==> src/rtl/fifo_push_arbiter.sv <==
// Purpose : two-producer round-robin write arbiter in front of a DEPTH-entry circular FIFO
// Latency : grants are combinational; read data/tag are registered, valid one cycle after pop
// Backpressure: no grant while full; a non-granted producer holds req/data; pop on empty is ignored
//
// Ports:
//   clk, reset              - single clock, synchronous active-high reset
//   req0/data0, req1/data1  - producer write requests and data
//   gnt0, gnt1              - write accepted this cycle (combinational, one-hot or zero)
//   pop                     - consumer read request
//   data_out, src_out       - registered read data and its source tag (0 = producer 0)
//   data_valid              - one-cycle pulse marking fresh data_out/src_out
//   count                   - occupancy 0..DEPTH
//   fifo_full, fifo_empty   - decoded from the registered count
module fifo_push_arbiter #(
  parameter int WIDTH = 4,
  parameter int DEPTH = 4,
  parameter int AW    = 2
) (
  input  logic             clk,
  input  logic             reset,
  input  logic             req0,
  input  logic [WIDTH-1:0] data0,
  input  logic             req1,
  input  logic [WIDTH-1:0] data1,
  output logic             gnt0,
  output logic             gnt1,
  input  logic             pop,
  output logic [WIDTH-1:0] data_out,
  output logic             src_out,
  output logic             data_valid,
  output logic [AW:0]      count,
  output logic             fifo_full,
  output logic             fifo_empty
);

  // Each entry carries the source tag above the data bits.
  logic [WIDTH:0] mem [DEPTH];

  logic [AW-1:0] wp;
  logic [AW-1:0] rp;
  logic          prio;
  logic          push;
  logic          pop_ok;
  logic [WIDTH:0] wr_entry;

  assign fifo_full  = (count == (AW+1)'(DEPTH));
  assign fifo_empty = (count == '0);

  // Grant decode: full blocks everything (even with a concurrent pop, so
  // there is no push-through); a lone requester wins; a tie goes to prio.
  always_comb begin
    gnt0 = 1'b0;
    gnt1 = 1'b0;
    if (!fifo_full) begin
      if (req0 && req1) begin
        gnt0 = ~prio;
        gnt1 = prio;
      end else begin
        gnt0 = req0;
        gnt1 = req1;
      end
    end
  end

  assign push     = gnt0 | gnt1;
  assign pop_ok   = pop & ~fifo_empty;
  assign wr_entry = gnt1 ? {1'b1, data1} : {1'b0, data0};

  // Storage has no reset; occupancy is tracked by count/pointers only.
  // A reset cycle suppresses the write so discarded traffic never lands.
  always_ff @(posedge clk) begin
    if (!reset && push) begin
      mem[wp] <= wr_entry;
    end
  end

  always_ff @(posedge clk) begin
    if (reset) begin
      wp         <= '0;
      rp         <= '0;
      count      <= '0;
      prio       <= 1'b0;
      data_out   <= '0;
      src_out    <= 1'b0;
      data_valid <= 1'b0;
    end else begin
      // Round-robin: whoever was just served loses the next tie.
      if (gnt0) begin
        prio <= 1'b1;
      end else if (gnt1) begin
        prio <= 1'b0;
      end

      if (push) begin
        wp <= wp + AW'(1);
      end

      // A pop on an empty FIFO is dropped even if a push lands this edge;
      // the pushed entry becomes readable from the next cycle on.
      data_valid <= pop_ok;
      if (pop_ok) begin
        {src_out, data_out} <= mem[rp];
        rp <= rp + AW'(1);
      end

      case ({push, pop_ok})
        2'b10:   count <= count + (AW+1)'(1);
        2'b01:   count <= count - (AW+1)'(1);
        default: count <= count;
      endcase
    end
  end

endmodule

==> config.mk <==
export PLATFORM = sky130hd
export DESIGN_NAME = fifo_push_arbiter
export DESIGN_NICKNAME = d
export VERILOG_FILES = /design/src/rtl/fifo_push_arbiter.sv
export SDC_FILE = /design/constraint.sdc
export NUM_CORES = 1
export LEC_CHECK = 0
export CAP_MARGIN = 10
export CORE_AREA = 2 2 64 66
export CTS_CLUSTER_DIAMETER = 150
export DETAILED_ROUTE_END_ITERATION = 16
export DIE_AREA = 0 0 66 68
export PLACE_DENSITY = 0.76
export SLEW_MARGIN = 20
export SYNTH_ARGS = -nofsm -noshare
export SYNTH_HDL_FRONTEND = slang
export SYNTH_SLANG_ARGS = --single-unit
==> constraint.sdc <==
create_clock -name clk -period 2.3 [get_ports clk]
set_input_delay 0.46 -clock clk [delete_from_list [all_inputs] [get_ports clk]]
set_output_delay 0.46 -clock clk [all_outputs]
set_load 0.01 [all_outputs]
# [Yosys cells after proc, flatten, opt, wreduce, memory -nomap -nowiden]
# Memory sizes are Yosys's and may differ from the RTL's. A register that Yosys moved wholly into a read port is not among the register bits.
# Cells that the tools add are included.
[op_classes] n_addsub=4 n_eq_ne=3 mux=10 n_bitwise=4 n_reduce_logical=6
[ops] cell="$mux 1" count=8
[ops] cell="$pmux 3 s2" count=1
[ops] cell="$mux 5" count=1
[ops] cell="$add 2x1->2 const B" count=2
[ops] cell="$reduce_bool 2->1" count=2
[ops] cell="$add 3x1->3 const B" count=1
[ops] cell="$eq 3x3->1 const B" count=1
[ops] cell="$logic_not 3->1" count=1
[ops] cell="$sub 3x1->3 const B" count=1
[ops] cell="$eq 2x1->1 const B" count=1
[ops] cell="$eq 2x2->1 const B" count=1
[ops] cell="$logic_and 1x1->1" count=2
[ops] cell="$not 1->1" count=2
[ops] cell="$and 1x1->1" count=1
[ops] cell="$logic_not 1->1" count=1
[ops] cell="$or 1x1->1" count=1
[totals] reg_bits=9 ram_bits=20 in_bits=13 out_inout_bits=13 word_cells=33 mem_count=1
[memory_table] memory="mem" words=4 width=5 rd=1 rd_ports_with_merged_regs=1 write_ports=1 line_no="37" rtl="logic [WIDTH:0] mem [DEPTH];"

# [Depth between registers and ports, before layout]
[logic_depth] word_depth=7 ltp_mapped=9 depth_no_buf=8

# [Least setup slack after synthesis]
# Ideal clock, no wire load.
[synth_timing] path_type="register -> register" from="reg count[2]" to="reg count[2]" setup_ns=0.070 arrival_ns=2.232 required_time_ns=2.230 slack_ns=-0.002 stages_incl_launch_ff=10 n_path_buf=1 synth_period_minus_slack_ns=2.302 cell_sequence="dfxtp_1 > or3b_1 > buf_6 > o21ai_0 > ha_1 > inv_1 > fa_1 > xor2_1 > or3_1 > a21oi_1"
[synth_via] elab_chain_len=5 word_cells_on_any_way=13 classes_between="add/sub (2); eq/ne (3); mux (3); bitwise (3); reduce/logical (2)"
[synth_lines] item="start, declared" line_no="31" rtl="output logic [AW:0] count,"
[synth_lines] item="start signal, assigned" line_no="107" rtl="2'b10: count <= count + (AW+1)'(1);"
[synth_lines] item="start signal, assigned" line_no="108" rtl="2'b01: count <= count - (AW+1)'(1);"
[synth_lines] item="start signal, assigned" line_no="109" rtl="default: count <= count;"
[synth_lines] item="$eq 3x3->1 or $logic_not 3->1 (tied branches)" line_no="46, 47"
[synth_lines] item="$mux 1 or $not 1->1 (tied branches)" line_no="54, 66"
[synth_lines] item="$or 1x1->1 or $and 1x1->1 (tied branches)" line_no="65, 66"
[synth_lines] item="$eq 2x1->1 or $eq 2x2->1 (tied branches)" line_no="106" rtl="case ({push, pop_ok})"
[synth_lines] item="$pmux 3 s2 or $reduce_bool 2->1 (tied branches)"
# Several ways; a longest one is shown, not always the timed one.
# A chain may end at the register's enable or synchronous reset.

# [Final worst setup path]
[layout_timing] from="in pop" to="reg count[2]"
[layout_via] elab_chain_len=3 word_cells_on_any_way=5 classes_between="eq/ne (2); mux (1); bitwise (1); reduce/logical (1)"
[layout_lines] item="start, declared" line_no="27" rtl="input logic pop,"
[layout_lines] item="$and 1x1->1 (*)" line_no="66" rtl="assign pop_ok = pop & ~fifo_empty;"
[layout_lines] item="via pop_ok" line_no="43" rtl="logic pop_ok;"
[layout_lines] item="$eq 2x1->1 or $eq 2x2->1 (tied branches)" line_no="106"
[layout_lines] item="$pmux 3 s2 or $reduce_bool 2->1 (tied branches)"
# Mark *: on every way through the listed nets, which the timed path passes. The rest lies on a longest branch.

==> parameters.txt <==
Parameter                              Value

Drt
  Detailed Route WL ... 2530 µm
  Antenna violation net count after detailed routing ... 0
  Drt drc ... 0
  Via count ... 940
  Number of detailed-routing iterations run before antenna repair ... 4
  Post-DR vias/cell ... 4.77
  Detailed Route Iter0 Violations ... 10
  Wire length per cell ... 12.8 µm

Layout
  Synth-to-Final Area Change ... 30.8%
  Filler cells ... 347
  Multi-input combinational cell area ... about 550 µm²
  Number of nets in the final layout ... 165
  Final non-filler cell total ... 197
  Final antenna diode count ... 0
  Total area of sequential cells ... 882 µm²
  Ratio of cells with drive above 1 in the final layout ... 0.204

STA
  Max-slew violations ... 0
  Worst clock skew ... approximately 0.006 ns
  Final hold vios ... 0
  Setup violation total in the final timing report ... 0
  Tcrit/Tclk final ... 0.937
  Worst hold-check slack ... 0.505 ns
  RSZ-0062 raised after global routing ... false
  Peak clock frequency supported by timing ... 464 MHz
  Tightest Pin Transition ... around 0.43 ns
  Max-slew headroom at the worst pin ... 0.712
  Crit path time final ... 2.16 ns

Die
  Floorplan die width ... 66 µm
  Initial core utilization ... 0.386
  Y dimension of the die ... around 68 µm
  Cell row count ... 23
  Placeable core area ... 0.00386 mm²
  Die Footprint ... 0.00449 mm²
  IO Count ... 26

Clock network
  Max H-tree Level ... 2
  Clock latency on the worst-skew pair ... 0.28 ns
  Setup fix buffers added after clock tree synthesis ... 0
  CTS tree ... built
  Sink Count ... 34
  Maximum number of buffers from clock root to sink ... 2
  Clk Tree Root Cell ... clkbuf_8
  Clock-pin slew of the registers on the worst-case setup and hold paths ... 0.06 ns
  Number of buffers added by the clock tree synthesis step ... 5

Logic synthesis
  Number of distinct library cell variants in the gate-level netlist after synthesis ... 28
  Mean instance size in the synthesized netlist ... 13.8 µm²
  Number of nets in the synthesized netlist ... 127
  Total of flip-flops plus latches after synthesis ... 34
  Adder and majority cell fraction of the synthesized area ... 0.0555
  Sequential cell area fraction in the yosys report ... 0.592
  Cells after synthesis ... 108
  Post-synthesis compound-gate area fraction ... 0.0597
  Cell area after technology mapping ... roughly 0.0015 mm²
  Xor and xnor fraction of the mapped netlist area ... 0.0235
  Basic-gate share of the synthesized area counting and, or, nand and nor cells ... 0.0917
  Dominant combinational cell family by area after synthesis ... multiplexers
  Warnings from Yosys ... 0
  Mux contribution to synthesized area ... 0.140

Place
  Estimated wirelength of the detail-placed design ... 1980 µm
  Count of port buffers added during placement ... 25
  Number of placed cells counting well taps ... approximately 190
  Routability-driven placement congestion ratio ... 0.676

Global route
  Wire length of the first global-routing pass ... 4240 µm
  Number of global-route vias before repair ... 920
  Antenna violations before repair ... 0
  Pin count of the biggest net entering global routing ... 15
  Total GRT Usage ... 0.132
  GRT overflow ... 0

Critical path
  Path type of the worst setup path ... in -> reg
  Crit path required time ... 2.51 ns
  Largest fanout on the critical path ... 2
  Type of element capturing the critical path ... flip-flop
  Arrival time at the worst endpoint ... about 2.4 ns
  Launching element type of the critical path ... input port

Pwr
  Leak Pwr ... 0.779 nW
  Worst vdd ir ... 0.000506 V
  Power density normalized to cell area ... 990 mW/mm²

Outcome
  Outcome ... complete, no violations

Hold path
  Type of the most critical hold path ... reg -> reg

Job
  Max-cap violations ... 0
-- what timing repair did --
item,CTS,global route
resized for setup,0,3
endpoints found under the setup margin,0,3
hold buffers,0,0
-- through the flow --
stage                     cell area, µm²  worst slack [ns]  TNS (ns)  total power, mW   util
after floorplan                     1490            0.0468         0             1.25      -
after global placement              1850           -0.0644   -0.0644             1.51  0.481
after detailed placement            1850            -0.123    -0.123             1.54  0.481
after CTS                           1940            0.0422         0             1.96  0.503
after global routing                1950            0.0444         0             2.06  0.505
final                               1950             0.145         0             1.93  0.505
-- registers in the layout, indices dropped and copies added, names as in the netlist --
register / cells
count: 3
data_out: 4
data_valid: 1
mem: 20
prio: 1
rp: 2
src_out: 1
wp: 2
-- routing by layer --
metal  up-vias  GRT usage  wire [µm]
met1       451      0.135       1000
met4         0     0.0485         24
met2        23      0.242       1380
met5         -          0          0
li1        461          -          -
met3         5     0.0543        116
-- cell families (layout without fill, tap and decap cells) --
| family | Yosys count | in the layout |
|---|---|---|
| flip-flops | 34 | 34 |
| adder cells (fa/ha/maj) | 6 | 6 |
| XOR/XNOR | 4 | 4 |
| buffers and inverters | 12 | 51 |
| AND/OR/NAND/NOR | 25 | 25 |
| multiplexers | 14 | 14 |
| AO/OA/AOI/OAI | 13 | 13 |
-- critical path, cell delays in order --
cell             delay (ns)
clkdlybuf4s50_1        0.52
o31ai_4                0.09
inv_1                  0.08
ha_1                   0.17
inv_1                  0.06
fa_1                   0.37
xor2_1                 0.16
or3_1                  0.31
a21oi_1                0.14
-- power by group --
group / total (mW) / internal [mW] / leakage, nW / switching [mW]
combinational: 0.690 / 0.381 / 0.439 / 0.309
sequential: 0.826 / 0.757 / 0.299 / 0.0687
clock: 0.410 / 0.207 / 0.0416 / 0.203
total: 1.93 / 1.35 / 0.779 / 0.581
-- cells in the final DEF (no fill, tap or decap), types with 2 or more instances in the layout --
master,netlist,routed
buf_4,0,10
dfxtp_1,14,13
inv_1,7,7
nor3_1,2,2
ha_1,5,5
dlymetal6s2s_1,0,3
nor2_1,12,12
edfxtp_1,20,20
or3_1,2,2
mux2i_1,5,5
o21ai_0,4,4
xor2_1,4,4
and2_1,4,4
clkdlybuf4s50_1,0,22
mux4_2,5,5
mux2_2,4,4
a21oi_1,6,6
clkbuf_8,0,5
-- worst paths after layout --
kind / start / to / slack, ns / depth (start not counted)
setup / recovery: pop / count[2] / 0.14 / 9
setup reg to reg: count[0] / count[2] / 0.19 / 8
hold / removal: prio / prio / 0.51 / 1
hold reg to reg: prio / prio / 0.51 / 1
-- cell usage after synthesis, drive strengths merged --
| master | number | share of area |
|---|---|---|
| nand3 | 1 | 0.012 |
| nand3b | 1 | 0.0050 |
| and2 | 4 | 0.017 |
| dfxtp | 14 | 0.19 |
| or3 | 2 | 0.0084 |
| o31ai | 1 | 0.014 |
| mux2 | 4 | 0.030 |
| clkbuf | 1 | 0.0025 |
| a21oi | 6 | 0.020 |
| nor2 | 12 | 0.030 |
| o21ai | 4 | 0.013 |
| ha | 5 | 0.042 |
| nand2b | 1 | 0.0042 |
| mux2i | 5 | 0.034 |
| xor2 | 4 | 0.024 |
| inv | 8 | 0.022 |
| buf | 3 | 0.013 |
| nor3 | 2 | 0.0067 |
| mux4 | 5 | 0.076 |
| o311ai | 1 | 0.0059 |
| or3b | 1 | 0.0059 |
| fa | 1 | 0.013 |
| edfxtp | 20 | 0.40 |
| nand2 | 1 | 0.0025 |
| a311oi | 1 | 0.0059 |
-- area by class of cell --
cell class                      instances  area share
Tap cell                               50      0.0322
Clock buffer                            5      0.0354
Multi-Input combinational cell         62       0.283
Inverter                                8      0.0167
Sequential cell                        34       0.453
Clock inverter                          3     0.00836
Timing Repair Buffer                   35       0.171
Note: power is estimated with default switching activity, not from simulation.
